**src/rtl/individual_fitness_driver.sv**
```systemverilog
// rtl/individual_fitness_driver.sv - drives test vectors into an evolved individual and scores its results
module individual_fitness_driver #(
    parameter int W      = 16,
    parameter int SETTLE = 1,
    parameter int CW     = 8,
    parameter int FW     = 32
) (
    input  logic            clk,
    input  logic            rst,
    input  logic            start,
    input  logic [CW-1:0]   num_cases,
    input  logic            vec_valid,
    output logic            vec_ready,
    input  logic [4*W-1:0]  vec_operands,
    input  logic [4*W-1:0]  vec_expected,
    output logic [W-1:0]    a1,
    output logic [W-1:0]    a0,
    output logic [W-1:0]    b1,
    output logic [W-1:0]    b0,
    input  logic [W-1:0]    y3,
    input  logic [W-1:0]    y2,
    input  logic [W-1:0]    y1,
    input  logic [W-1:0]    y0,
    output logic            busy,
    output logic            done,
    output logic [FW-1:0]   fitness,
    output logic [CW-1:0]   hits
);

    localparam int EW  = $clog2(4 * W + 1);
    localparam int SCW = (SETTLE > 1) ? $clog2(SETTLE) : 1;

    typedef enum logic [2:0] {
        ST_IDLE,
        ST_FETCH,
        ST_SETTLE,
        ST_SCORE,
        ST_DONE
    } state_t;

    state_t          state, state_nxt;
    logic [CW-1:0]   ncases;
    logic [CW-1:0]   case_cnt;
    logic [CW-1:0]   case_cnt_inc;
    logic [SCW-1:0]  settle_cnt;
    logic [4*W-1:0]  exp_q;
    logic [4*W-1:0]  cap_q;
    logic [EW-1:0]   err;
    logic [FW:0]     fit_sum;

    function automatic logic [EW-1:0] popcount(input logic [W-1:0] v);
        logic [EW-1:0] c;
        c = '0;
        for (int i = 0; i < W; i++) begin
            c = c + {{(EW-1){1'b0}}, v[i]};
        end
        return c;
    endfunction

    assign err = popcount(cap_q[4*W-1:3*W] ^ exp_q[4*W-1:3*W])
               + popcount(cap_q[3*W-1:2*W] ^ exp_q[3*W-1:2*W])
               + popcount(cap_q[2*W-1:W]   ^ exp_q[2*W-1:W])
               + popcount(cap_q[W-1:0]     ^ exp_q[W-1:0]);

    // One spare bit catches the carry that triggers saturation.
    assign fit_sum      = {1'b0, fitness} + {{(FW+1-EW){1'b0}}, err};
    assign case_cnt_inc = case_cnt + {{(CW-1){1'b0}}, 1'b1};

    assign vec_ready = (state == ST_FETCH);
    assign done      = (state == ST_DONE);
    assign busy      = (state == ST_FETCH) || (state == ST_SETTLE) || (state == ST_SCORE);

    always_ff @(posedge clk or posedge rst) begin
        if (rst) begin
            state <= ST_IDLE;
        end else begin
            state <= state_nxt;
        end
    end

    always_comb begin
        state_nxt = state;
        case (state)
            ST_IDLE:   if (start) state_nxt = (num_cases == '0) ? ST_DONE : ST_FETCH;
            ST_FETCH:  if (vec_valid) state_nxt = ST_SETTLE;
            ST_SETTLE: if (settle_cnt == '0) state_nxt = ST_SCORE;
            ST_SCORE:  state_nxt = (case_cnt_inc == ncases) ? ST_DONE : ST_FETCH;
            ST_DONE:   state_nxt = ST_IDLE;
            default:   state_nxt = ST_IDLE;
        endcase
    end

    always_ff @(posedge clk or posedge rst) begin
        if (rst) begin
            ncases     <= '0;
            case_cnt   <= '0;
            settle_cnt <= '0;
            exp_q      <= '0;
            cap_q      <= '0;
            fitness    <= '0;
            hits       <= '0;
            a1         <= '0;
            a0         <= '0;
            b1         <= '0;
            b0         <= '0;
        end else begin
            case (state)
                ST_IDLE: begin
                    if (start) begin
                        ncases   <= num_cases;
                        case_cnt <= '0;
                        fitness  <= '0;
                        hits     <= '0;
                    end
                end
                ST_FETCH: begin
                    if (vec_valid) begin
                        {a1, a0, b1, b0} <= vec_operands;
                        exp_q            <= vec_expected;
                        settle_cnt       <= SCW'(SETTLE - 1);
                    end
                end
                ST_SETTLE: begin
                    if (settle_cnt == '0) begin
                        cap_q <= {y3, y2, y1, y0};
                    end else begin
                        settle_cnt <= settle_cnt - {{(SCW-1){1'b0}}, 1'b1};
                    end
                end
                ST_SCORE: begin
                    fitness  <= fit_sum[FW] ? {FW{1'b1}} : fit_sum[FW-1:0];
                    if (err == '0 && hits != {CW{1'b1}}) begin
                        hits <= hits + {{(CW-1){1'b0}}, 1'b1};
                    end
                    case_cnt <= case_cnt_inc;
                end
                default: begin
                end
            endcase
        end
    end

endmodule

```
**config.mk**
```make
export PLATFORM = sky130hd
export DESIGN_NAME = individual_fitness_driver
export DESIGN_NICKNAME = d
export VERILOG_FILES = /design/src/rtl/individual_fitness_driver.sv
export SDC_FILE = /design/constraint.sdc
export NUM_CORES = 1
export LEC_CHECK = 0
export ABC_AREA = 1
export CAP_MARGIN = 30
export CORE_AREA = 2 2 214 216
export DETAILED_ROUTE_END_ITERATION = 8
export DIE_AREA = 0 0 216 218
export PLACE_DENSITY = 0.6
export SLEW_MARGIN = 20
export SYNTH_ARGS = -nofsm -noshare
export SYNTH_HDL_FRONTEND = slang
export SYNTH_SLANG_ARGS = --single-unit
```
**constraint.sdc**
```tcl
create_clock -name clk -period 7.83 [get_ports clk]
set_clock_uncertainty 0.05 [all_clocks]
set_input_delay 1.566 -clock clk [delete_from_list [all_inputs] [get_ports clk]]
set_output_delay 1.566 -clock clk [all_outputs]
set_load 0.05 [all_outputs]
```
== Word level (Yosys, flattened, before mapping) ==
Cells that the tools add are included.
Operators by class
  bitwise gates (word level): 5
  equality and inequality tests: 10
  reduce and logical (&&, ||, !) cells: 15
  multiplexer cells: 16
  $add $sub $neg: 67
Operators with widths (number)
  $add 7x1->7: 36
  $mux 32: 2
  $pmux 32 s2: 1
  $xor 16x16->16: 4
  $add 32x7->33: 1
  $pmux 8 s2: 2
  $add 6x1->7: 4
  $add 5x1->6: 4
  $add 7x7->7: 3
  $add 4x1->5: 4
  $add 3x1->4: 4
  $add 8x1->8 const B: 2
  $mux 8: 2
  $mux 3: 5
  $add 2x1->3: 4
  $pmux 3 s4: 1
  $reduce_and 2->1: 5
  $add 1x1->2: 4
  $eq 8x8->1: 1
  $logic_not 8->1: 1
  $ne 8x8->1 const B: 1
  $logic_not 7->1: 1
  $eq 3x2->1 const B: 2
  $ne 2x2->1 const B: 3
  other kinds (12): 16
Word-level totals
  word-level logic and storage cells: 125
  input port bits: 204
  output and inout port bits: 107
  flip-flop bits (word level): 252

== Logic depth before layout (Yosys ltp) ==
  word-level depth: 23
  mapped depth: 35
  depth with buffers taken out: 33

== Worst setup path before layout ==
Ideal clock, no wire load.
  path type: reg2reg
  start: register cap_q[59]
  end: register fitness[31]
  setup slack: 0.598 ns
  setup time: 0.074 ns
  clock period less this slack: 7.232 ns
  stages on the path, launching flop included: 33
  arrival: 7.108 ns
  cells stage by stage: dfrtp_1 xor2_1 fa_1 inv_1 fa_1 inv_1 fa_1 fa_1 fa_1 fa_1 inv_1 fa_1 fa_1 inv_1 ha_1 fa_1 nand3_1 nand2_1 xor2_1 inv_1 ha_1 nand2_1 nor2_1 nand2_1 nand2_2 nand2_4 inv_2 nand2_2 buf_6 buf_12 nand3_2 nand2_1 o21ai_2
On the way
  longest elaborated chain between the ends: 12
Ends and longest elaborated chain
  from (decl): line 47  | logic [4*W-1:0] cap_q;
  from (signal assigned): line 125  | cap_q <= {y3, y2, y1, y0};
  $xor 16x16->16: line 60  | assign err = popcount(cap_q[4*W-1:3*W] ^ exp_q[4*W-1:3*W])
  $add 7x1->7 (5 in a row): line 55  | c = c + {{(EW-1){1'b0}}, v[i]};
  $add 7x7->7: line 61  | + popcount(cap_q[3*W-1:2*W] ^ exp_q[3*W-1:2*W])
  $add 7x7->7: line 62  | + popcount(cap_q[2*W-1:W] ^ exp_q[2*W-1:W])
  $add 7x7->7: line 63  | + popcount(cap_q[W-1:0] ^ exp_q[W-1:0]);
  $add 32x7->33: line 66  | assign fit_sum = {1'b0, fitness} + {{(FW+1-EW){1'b0}}, err};
  $mux 32: line 131  | fitness <= fit_sum[FW] ? {FW{1'b1}} : fit_sum[FW-1:0];
  $pmux 32 s2: line 107  | case (state)
  to (signal assigned): line 131
  to (decl): line 26  | output logic [FW-1:0] fitness,
No other way between the ends.
A chain may end at the register's enable or synchronous reset.

== Final worst setup path ==
  start: register cap_q[21]
  end: register fitness[5]
On the way
  longest elaborated chain between the ends: 17
Ends and longest elaborated chain (line)
  $xor 16x16->16: 62
  $add 5x1->6: 55
  $add 6x1->7: 55
  $add 7x1->7 (9 in a row): 55
  $add 7x7->7: 62
  $add 7x7->7: 63
  $add 32x7->33: 66
  $mux 32: 131
  $pmux 32 s2: 107
No other way between the ends.

==> metrics.md <==
| Metric | Value |
|---|---|
| Max cap viols | 0 |
| Mapped cell area | 13290 sq um |
| Largest stage delay on the critical path | ~0.55 ns |
| 1st-pass router iterations | 4 |
| Later-pin clock latency in the skew report | 0.59 ns |
| Worst-case clock buffer depth | 3 |
| Final Hold Fails | 0 |
| DRC marker count from the first detailed-route iteration | 571 |
| Critical Path Fanout Max | 8 |
| Fin crit share | between 90% and 100% |
| RD Place Congestion | about 0.9 |
| TritonCTS clock tree | yes |
| Slowest-stage cell, CP | fa_1 |
| Pin count of the biggest net entering global routing | ~170 |
| Wirelength, routed | 37.30 mm |
| Final slew viol count | 0 |
| Initial antenna violation count | 6 |
| Least-Margin Pin Slew | around 0.94 ns |
| Most frequent cell on the critical path | fa_1 |
| Routed Antenna Nets | 0 |
| Starting density of the core | a little under 30% |
| Post-Syn Area per Cell | just under 10 sq um |
| Worst Hold Slack | between 0.4 and 0.5 ns |
| Die width | ~220 microns |
| Origin of the critical flop-to-flop path | cap_q[21] |
| Hold Path End | cap_q[61] |
| Count of buffers from port buffering | 310 |
| Startpoint types | flip-flop |
| Final Util | 41.07% |
| Core footprint | 44890 sq um |
| Die ar. | 47090 sq um |
| Post-synth net total | 1621 |
| Cts hold-fix bufs | 0 |
| Wire per inst | ~16 microns |
| Die Span Y | ~220 microns |
| GRT Util Overall | 15.82% |
| Vias in the first global route | around 11000 |
| Ranking of synthesized cells by area | dfrtp_1, nand2_1, mux2_2 |
| Worst Hold Launch | cap_q[61] |
| Post-synthesis sequential area ratio | between 40% and 50% |
| Max Clock Freq | 0.1347 GHz |
| Reg2reg path depth | 32 |
| Yosys reg bits | between 200 and 300 |
| Post-synthesis cell type with the largest combined area | dfrtp_1 |
| Commonest non-fill, non-tap cell in the layout | nand2_1 |
| Reg-to-reg critical path endpoint | fitness[5] |
| Residual DRC | 0 |
| Yosys warns | 0 |
| Min Tclk post-route | 7.423 ns |
| Layout area overhead | 38.70% |
| Synth top area share | between 40% and 50% |
| CTS buffer count | 31 |
| Clock-pin slew on the worst setup and hold paths | around 0.06 ns |
| H-tree depth | 1 |
| Critical path class | flip-flop to flip-flop |
| HP Class | flip-flop to flip-flop |
| Vias | a little over 10000 |
| Final setup fails | 0 |
| Ant diodes | 0 |
| Cells on Worst Hold Path | 2 |
| Vias per cell | 4.450 |
| Slew Limit Headroom | between 30% and 40% |
| Row cnt | 78 |
| Synth Instances | 1338 |
| Fraction of layout cells with a size suffix above 1 | about 15% |
| Cell variety after synth | 39 |
| CP Capture Type | flip-flop |
| Layout Nets | 1938 |
| CTS root buffer | clkbuf_16 |
| R2R setup slack | 0.41 ns |
| CP arrival | 7.83 ns |
| Most frequent cells in the layout | nand2_1, clkdlybuf4s50_1, dfrtp_1, mux2_2, inv_1 |
| Worst path required time | 8.23 ns |
| CTS sink cnt | roughly 250 |
| Ports | between 300 and 400 |
| Status | completed |
| Total gr overflow | 0 |
| First-pass GRT wire length | around 59 mm |
| Dpl hpwl | about 27 mm |
Yosys cell counts (all sizes together):
library cell and count:
xnor2 33, nor4 1, nand2 405, o211ai 2, o21bai 1, nor3 12, nand3b 2, nand3 76
nor3b 3, o22ai 2, nand4 17, fa 55, buf 23, nor2 50, a21oi 10, a22o 1
clkbuf 19, xor2 50, or2 5, ha 24, o21ai 47, dfrtp 251, mux2 128, inv 119
a21o 2
cells by family (layout without fill, tap and decap cells):
kind of cell	Yosys count	in the layout	synth area share, %
fa+ha+maj	79	79	10.54
buf+inv	161	503	4.998
mux	128	128	10.84
flops	251	251	47.25
compound gates	65	65	2.645
simple gates	571	571	18.25
xor+xnor	83	83	5.469
repair_timing:
action	4_1_cts	5_1_grt
cloned	0	2
buffers inserted	0	3
pin swaps	0	11
gates resized for setup	3	38
endpoints found under the setup margin	7	32
through the flow:
step	setup TNS [ns]	std cells	area, sq um	worst slack, ns
detailed placement	-0.02448	2215	17030	-0.02161
floorplan	0	1338	13300	0.5982
global route	-0.3307	2280	18440	-0.03797
CTS	0	2273	18200	0.01653
finish	0	2280	18440	0.4074
global placement	0	2215	17030	0.03450
sequential cells by signal, summed over array words and instances, names as in the netlist:
register,cells
cap_q,64
exp_q,64
fitness,32
a0,16
a1,16
b0,16
b1,16
case_cnt,8
hits,8
ncases,8
state,3
area by class of cell:
class,count,area [sq um]
timing repair buffer,325,3298
clock buffer,40,859.6
fill,4484,26460
tap,600,750.7
multi-input combinational,926,6490
timing repair inverter,1,7.507
sequential,251,6281
clock inverter,18,295.3
inverter,119,454.2
layer usage:
layer | global-route usage [%] | up-vias | wire (microns)
met5 | 0 | - | 67
li1 | - | 4905 | -
met3 | 4.895 | 76 | 2575
met1 | 20.15 | 4897 | 15910
met4 | 4.566 | 12 | 1251
met2 | 25.89 | 255 | 17500
worst max-delay path: cells and delay by family (launching register included):
family	cells	cell delay, ns
adder cells (fa/ha/maj)	10	4.61
buffers and inverters	8	0.68
AND/OR/NAND/NOR	10	0.90
AO/OA/AOI/OAI	3	0.42
XOR/XNOR	1	0.20
flip-flops	1	0.42
worst max path at each step:
stage	start	end	slack, ns	cells after the start
6_report	cap_q[21]	fitness[5]	0.41	32
2_1_floorplan	cap_q[59]	fitness[31]	0.60	32
5_1_grt	cap_q[13]	fitness[30]	-0.04	29
3_5_place_dp	exp_q[13]	fitness[17]	-0.02	29
4_1_cts	exp_q[5]	fitness[17]	0.02	32
3_3_place_gp	exp_q[13]	fitness[23]	0.03	29
Power is not shown: default switching activity piles up to over one toggle a cycle in this logic, so the estimate is an artifact.
